$ cat config.mk
export PLATFORM = sky130hd
export DESIGN_NAME = deq_beat_serializer_flat
export DESIGN_NICKNAME = d
export VERILOG_FILES = /design/src/rtl/deq_beat_serializer_if.sv /design/src/rtl/deq_beat_serializer.sv /design/src/flat_wrapper.sv
export SDC_FILE = /design/constraint.sdc
export NUM_CORES = 1
export LEC_CHECK = 0
export CAP_MARGIN = 20
export CORE_UTILIZATION = 40
export CTS_CLUSTER_DIAMETER = 200
export DETAILED_ROUTE_END_ITERATION = 12
export DONT_BUFFER_PORTS = 1
export GPL_ROUTABILITY_DRIVEN = 0
export SLEW_MARGIN = 40
export SYNTH_ARGS = -nofsm -noshare
export SYNTH_HDL_FRONTEND = slang
export SYNTH_SLANG_ARGS = --single-unit
export TNS_END_PERCENT = 20
$ cat constraint.sdc
create_clock -name clk_i -period 2.75 [get_ports clk_i]
set_clock_uncertainty 0.1 [all_clocks]
set_input_delay 0.275 -clock clk_i [delete_from_list [all_inputs] [get_ports clk_i]]
set_output_delay 0.275 -clock clk_i [all_outputs]
set_load 0.05 [all_outputs]
$ cat src/rtl/deq_beat_serializer_if.sv
// rtl/deq_beat_serializer_if.sv - upstream deq/first and downstream enq handshake bundle
// master drives the upstream word and both ready inputs; slave is the serializer.
interface deq_beat_serializer_if #(
    parameter int WIDTH = 128,
    parameter int BEAT  = 32
);
    logic [WIDTH-1:0] in_first;
    logic             in_first_rdy;
    logic             in_deq_rdy;
    logic             in_deq_ena;
    logic             out_enq_ena;
    logic [BEAT-1:0]  out_enq_v;
    logic             out_enq_last;
    logic             out_enq_rdy;

    modport master (
        output in_first, in_first_rdy, in_deq_rdy, out_enq_rdy,
        input  in_deq_ena, out_enq_ena, out_enq_v, out_enq_last
    );

    modport slave (
        input  in_first, in_first_rdy, in_deq_rdy, out_enq_rdy,
        output in_deq_ena, out_enq_ena, out_enq_v, out_enq_last
    );
endinterface

$ cat src/rtl/deq_beat_serializer.sv
// rtl/deq_beat_serializer.sv - drains one wide word at a time and emits it as LSB-first beats
// Optional SERIALIZER_BACK2BACK_EN: reload on the last beat for zero-bubble word streaming.
module deq_beat_serializer #(
    parameter int WIDTH = 128,
    parameter int BEAT  = 32,
    parameter int BEATS = 4
) (
    input  logic                   clk_i,
    input  logic                   rst_i,
    deq_beat_serializer_if.slave   ser
);
    localparam int CW = $clog2(BEATS);

    typedef enum logic {IDLE, SEND} state_t;

    state_t           state_q, state_d;
    logic [CW-1:0]    cnt_q, cnt_d;
    logic [WIDTH-1:0] shreg_q, shreg_d;
    logic             deq_ena, enq_ena, cnt_last;

    assign cnt_last = (cnt_q == CW'(BEATS - 1));

    always_ff @(posedge clk_i) begin
        if (rst_i) begin
            state_q <= IDLE;
            cnt_q   <= '0;
            shreg_q <= '0;
        end else begin
            state_q <= state_d;
            cnt_q   <= cnt_d;
            shreg_q <= shreg_d;
        end
    end

    // Handshakes are suppressed while reset is held so nothing is consumed or emitted.
    always_comb begin
        state_d = state_q;
        cnt_d   = cnt_q;
        shreg_d = shreg_q;
        deq_ena = 1'b0;
        enq_ena = 1'b0;
        if (!rst_i) begin
            case (state_q)
                IDLE: begin
                    deq_ena = ser.in_first_rdy & ser.in_deq_rdy;
                    if (deq_ena) begin
                        shreg_d = ser.in_first;
                        cnt_d   = '0;
                        state_d = SEND;
                    end
                end
                SEND: begin
                    enq_ena = ser.out_enq_rdy;
                    if (enq_ena) begin
                        if (cnt_last) begin
                            cnt_d   = '0;
`ifdef SERIALIZER_BACK2BACK_EN
                            deq_ena = ser.in_first_rdy & ser.in_deq_rdy;
                            if (deq_ena) begin
                                shreg_d = ser.in_first;
                            end else begin
                                state_d = IDLE;
                            end
`else
                            state_d = IDLE;
`endif
                        end else begin
                            shreg_d = shreg_q >> BEAT;
                            cnt_d   = cnt_q + CW'(1);
                        end
                    end
                end
                default: state_d = IDLE;
            endcase
        end
    end

    assign ser.in_deq_ena   = deq_ena;
    assign ser.out_enq_ena  = enq_ena;
    assign ser.out_enq_v    = (state_q == SEND && !rst_i) ? shreg_q[BEAT-1:0] : '0;
    assign ser.out_enq_last = (state_q == SEND && !rst_i) ? cnt_last : 1'b0;
endmodule
$ cat src/flat_wrapper.sv
// flat-port wrapper written by rule: the top's interface ports become plain ports
module deq_beat_serializer_flat 
#(
    parameter int WIDTH = 128,
    parameter int BEAT  = 32,
    parameter int BEATS = 4
)
  (clk_i, rst_i, ser_in_first, ser_in_first_rdy, ser_in_deq_rdy, ser_out_enq_rdy, ser_in_deq_ena, ser_out_enq_ena, ser_out_enq_v, ser_out_enq_last);
  deq_beat_serializer_if #(.WIDTH(WIDTH), .BEAT(BEAT)) ser_i ();
  input  logic clk_i;
  input  logic rst_i;
  input wire logic [$bits(ser_i.in_first)-1:0] ser_in_first;
  input wire logic [$bits(ser_i.in_first_rdy)-1:0] ser_in_first_rdy;
  input wire logic [$bits(ser_i.in_deq_rdy)-1:0] ser_in_deq_rdy;
  input wire logic [$bits(ser_i.out_enq_rdy)-1:0] ser_out_enq_rdy;
  output wire logic [$bits(ser_i.in_deq_ena)-1:0] ser_in_deq_ena;
  output wire logic [$bits(ser_i.out_enq_ena)-1:0] ser_out_enq_ena;
  output wire logic [$bits(ser_i.out_enq_v)-1:0] ser_out_enq_v;
  output wire logic [$bits(ser_i.out_enq_last)-1:0] ser_out_enq_last;
  assign ser_i.in_first = ser_in_first;
  assign ser_i.in_first_rdy = ser_in_first_rdy;
  assign ser_i.in_deq_rdy = ser_in_deq_rdy;
  assign ser_i.out_enq_rdy = ser_out_enq_rdy;
  assign ser_in_deq_ena = ser_i.in_deq_ena;
  assign ser_out_enq_ena = ser_i.out_enq_ena;
  assign ser_out_enq_v = ser_i.out_enq_v;
  assign ser_out_enq_last = ser_i.out_enq_last;
  deq_beat_serializer #(.WIDTH(WIDTH), .BEAT(BEAT), .BEATS(BEATS)) u_core (.clk_i(clk_i), .rst_i(rst_i), .ser(ser_i));
endmodule
# Yosys cells after proc, flatten, opt, wreduce, memory -nomap -nowiden
# Cells that the tools add are included.
[op_classes] n_addsub=1 reduce_logical=4 n_eq_ne=4 bitwise=2 n_mux=18
[ops] op="two-way mux 128 bit" count=3
[ops] op="case mux 128 bit (2 select lines)" count=1
[ops] op="two-way mux 32 bit" count=1
[ops] op="two-way mux 1 bit" count=8
[ops] op="two-way mux 2 bit" count=3
[ops] op="!= test 2 bit, second input constant" count=2
[ops] op="case mux 2 bit (2 select lines)" count=1
[ops] op="AND reduction 3 bit" count=1
[ops] op="adder 2 x 1 -> 2 bit, second input constant" count=1
[ops] op="== test 2 bit, second input constant" count=1
[ops] op="!= test 2 x 1 -> 1 bit, second input constant" count=1
[ops] op="case mux 1 bit (2 select lines)" count=1
[ops] op="AND reduction 2 bit" count=1
[ops] op="AND 1 bit" count=1
[ops] op="logical AND 1 bit" count=1
[ops] op="zero test 1 bit" count=1
[ops] op="inverter 1 bit" count=1
[word_totals] output_inout_bits=35 regBits=131 elab_cells=32

# Longest topological paths before layout
# Gate-level depths: netlist of the first run.
[logic_depth] depth_word=4 mapped_depth=7

# Worst setup path after synthesis of the first run
# OpenSTA, ideal clock, no wires.
[synth_path] kind="register to output" from="reg u_core.state_q" to="out ser_out_enq_ena" path_stages_with_launch=5 arrival_time_ps=1838 path_slack_ps=537 cell_sequence="dfxtp_1 -> buf_4 -> inv_2 -> clkbuf_1 -> nor3_1"
[synth_via] elab_chain_len=2
[synth_rtl] item="from (decl)" line="deq_beat_serializer.sv:16" text="state_t state_q, state_d;"
[synth_rtl] item="from (signal assigned)" line="deq_beat_serializer.sv:29" text="state_q <= state_d;"
[synth_rtl] item="two-way mux 1 bit" line="deq_beat_serializer.sv:43" text="case (state_q)"
[synth_rtl] item="two-way mux 1 bit" line="deq_beat_serializer.sv:42" text="if (!rst_i) begin"
[synth_rtl] item="to (decl)" line="flat_wrapper.sv:17" text="output wire logic [$bits(ser_i.out_enq_ena)-1:0] ser_out_enq_ena;"
# Every way passes these cells.

# Final worst setup path of the first run
[layout_path] from="reg u_core.state_q" to="out ser_out_enq_last"
[layout_via] elab_chain_len=2
[layout_rtl] item="logical AND 1 bit" line="deq_beat_serializer.sv:81" text="assign ser.out_enq_last = (state_q == SEND && !rst_i) ? cnt_last : 1'b0;"
[layout_rtl] item="two-way mux 1 bit" line="deq_beat_serializer.sv:81"
[layout_rtl] item="to (decl)" line="flat_wrapper.sv:19" text="output wire logic [$bits(ser_i.out_enq_last)-1:0] ser_out_enq_last;"
# Every way passes these cells.

==> results of run 1 <==
## worst max-delay path, cell delays in order, from the launching register on
cell and delay, ns:
dfxtp_4 0.37, clkinv_2 0.07, nor2_2 0.35, buf_4 0.34, and2_1 0.26, buf_12 0.16
## metal layers
| metal | up-vias | track usage |
|---|---|---|
| met5 | - | 0 |
| met4 | 2 | 0.0903 |
| met3 | 30 | 0.0647 |
| met2 | 284 | 0.340 |
| met1 | 3255 | 0.326 |
| li1 | 3059 | - |
## report_power, final
group          internal (mW)  switching, mW
clock                   1.42          0.824
sequential              1.99         0.0829
combinational          0.215          0.325
## layout make-up
| type | count | area [um^2] |
|---|---|---|
| fill | 1558 | 8280 |
| multi-input combinational | 531 | 3750 |
| sequential | 131 | 2630 |
| timing repair buffer | 79 | 1150 |
| clock buffer | 23 | 488 |
| tap | 220 | 275 |
| clock inverter | 9 | 103 |
| antenna | 4 | 10.0 |
| inverter | 2 | 8.76 |
## flip-flops by register name, summed over array words and instances (netlist names)
signal / flops
u_core.shreg_q: 128
u_core.state_q: 1
u_core.cnt_q: 2
## synth_stat cells
master,n,share of area
inv_1,1,0.00054
nand4b_1,1,0.0013
nand3b_1,1,0.0011
and4b_1,96,0.14
nor3_1,1,0.00072
and3b_1,2,0.0025
a21oi_1,101,0.073
a21oi_2,30,0.038
inv_2,1,0.00054
a32oi_1,96,0.12
nor2_1,2,0.0011
a31oi_1,96,0.087
a211oi_1,1,0.0011
buf_2,40,0.029
ha_1,1,0.0018
or2_1,1,0.00091
and2_1,33,0.030
buf_4,10,0.011
nand2_1,65,0.035
o21ai_0,1,0.00072
buf_1,2,0.0011
nand2b_1,2,0.0018
clkbuf_1,52,0.028
buf_6,7,0.011
dfxtp_1,131,0.38
a311oi_1,1,0.0013
## path summary, 6_finish.rpt
kind | endpoint | startpoint | slack, ns | cells past startpoint
setup / recovery | ser_out_enq_last | u_core.state_q$_SDFF_PP0_ | 0.40 | 5
hold / removal | u_core.state_q$_SDFF_PP0_ | ser_in_deq_rdy | 0.04 | 2
setup reg to reg | u_core.shreg_q[96]$_SDFFE_PP0P_ | u_core.state_q$_SDFF_PP0_ | 0.72 | 5
hold reg to reg | u_core.shreg_q[111]$_SDFFE_PP0P_ | u_core.shreg_q[111]$_SDFFE_PP0P_ | 0.37 | 2
## cells by family (layout without fill, tap and decap cells)
group,after synthesis,count (layout),synth area share
and+or+nand+nor,204,204,0.214
DFF,131,131,0.380
other,0,4,0
adders and majority gates,1,1,0.00181
buffers and inverters,113,113,0.0817
AOI/OAI and AO/OA,326,326,0.323
==> reports/metrics.yaml, run 1 <==
required_ns: 2.38
fmax_mhz: 425
cap_viol_max_count: 0
drc_errors: 0
antenna_found_initial: 5
ys_seq_elements: 131
drt_wl_total_mm: 21.4
tightestPinTransition_ns: 0.771
hp-class: "in2reg"
fin_ws_ns: 0.396
finalHoldViolations: 0
endpoint_kind: "primary output"
ir_worst_vdd_v: 0.000457
cts_tree: "yes"
path_class: "reg2out"
syn_nets: 909
wl_met3_mm: 1.67
rsz0062_at_grt: "false"
route.met2.wl_mm: 9.73
clock_latency_ns: 0.42
pwr_density_cell_mw_per_mm2: 578
ant_nets: 0
start_kind: "flop"
grt.overflow.total: 0
routed.top_layer: "met5"
netlist_area_mm2: 0.00691
die_height_um: 133
pin_count: 168
postCtsHoldBufs: 34
grt_usage: 0.234
dr.pass1.iters: 5
setup_tns_ns: 0
total_power_mw: 4.86
slew_headroom: 0.486
synth_cell_types: 26
clk_pin_slew_ns: 0.06
cts_buffer_depth: 2
num_rows: 47
htreeDepth: 4
crit_path_max_fanout: 25
layout_commonest_cell: "dfxtp_1"
fin_crit_sh: 0.856
synthCells: 775
fin_nets: 896
grt_pass1_vias: 5983
grt_pass1_wl_mm: 33.3
initial_utilization: 0.414
drv_slew: 0
place.port_buffers: 0
dp_cells: 929
cts_resized: 0
vias_per_cell: 6.64
synth_warnings: 0
wl_met1_mm: 9.56
wire_per_inst_um: 21.4
final_cell_count_no_fill: 999
clockRootBuffer: "clkbuf_16"
post-route-util: 0.504
status: "complete, no violations"
syn_to_final_growth_pct: 21.9
stdcell_area_mm2: 0.00842
final_cell_mix: "dfxtp_1, a21oi_1, a32oi_1, and4b_1, a31oi_1"
leakagePower_nw: 2.90
cts_buffers: 17
grt_max_degree: 101
place_area_mm2: 0.00745
clock_sinks: 131
die_w_um: 133
drt_iter0_markers: 620
post-place-ws_ns: 0.779
critPathArrivalTime_ns: 1.98
min_period_ns: 2.35
cts_setup_buffers: 0
vias: 6630
setup_viol: 0
post-dp-hpwl_mm: 13.0
dieArea_mm2: 0.0178
final_layout_size_suffix_gt1_frac: 0.146
hold_slack_ns: 0.0421
seq_area_frac_synth: 0.380
syn_avg_cell_area_um2: 8.91
core_area_mm2: 0.0167
Power figures use the tool's default switching activity.
==> inputs of run 2 (changes only) <==
--- a/config.mk
+++ b/config.mk
@@ -7,7 +7,7 @@
 export LEC_CHECK = 0
 export CAP_MARGIN = 20
 export CORE_UTILIZATION = 40
-export CTS_CLUSTER_DIAMETER = 200
+export CTS_CLUSTER_DIAMETER = 60
 export DETAILED_ROUTE_END_ITERATION = 12
 export DONT_BUFFER_PORTS = 1
 export GPL_ROUTABILITY_DRIVEN = 0
==> results of run 2 <==
The final DEF is identical to that of run 1; final timing and power are the same.
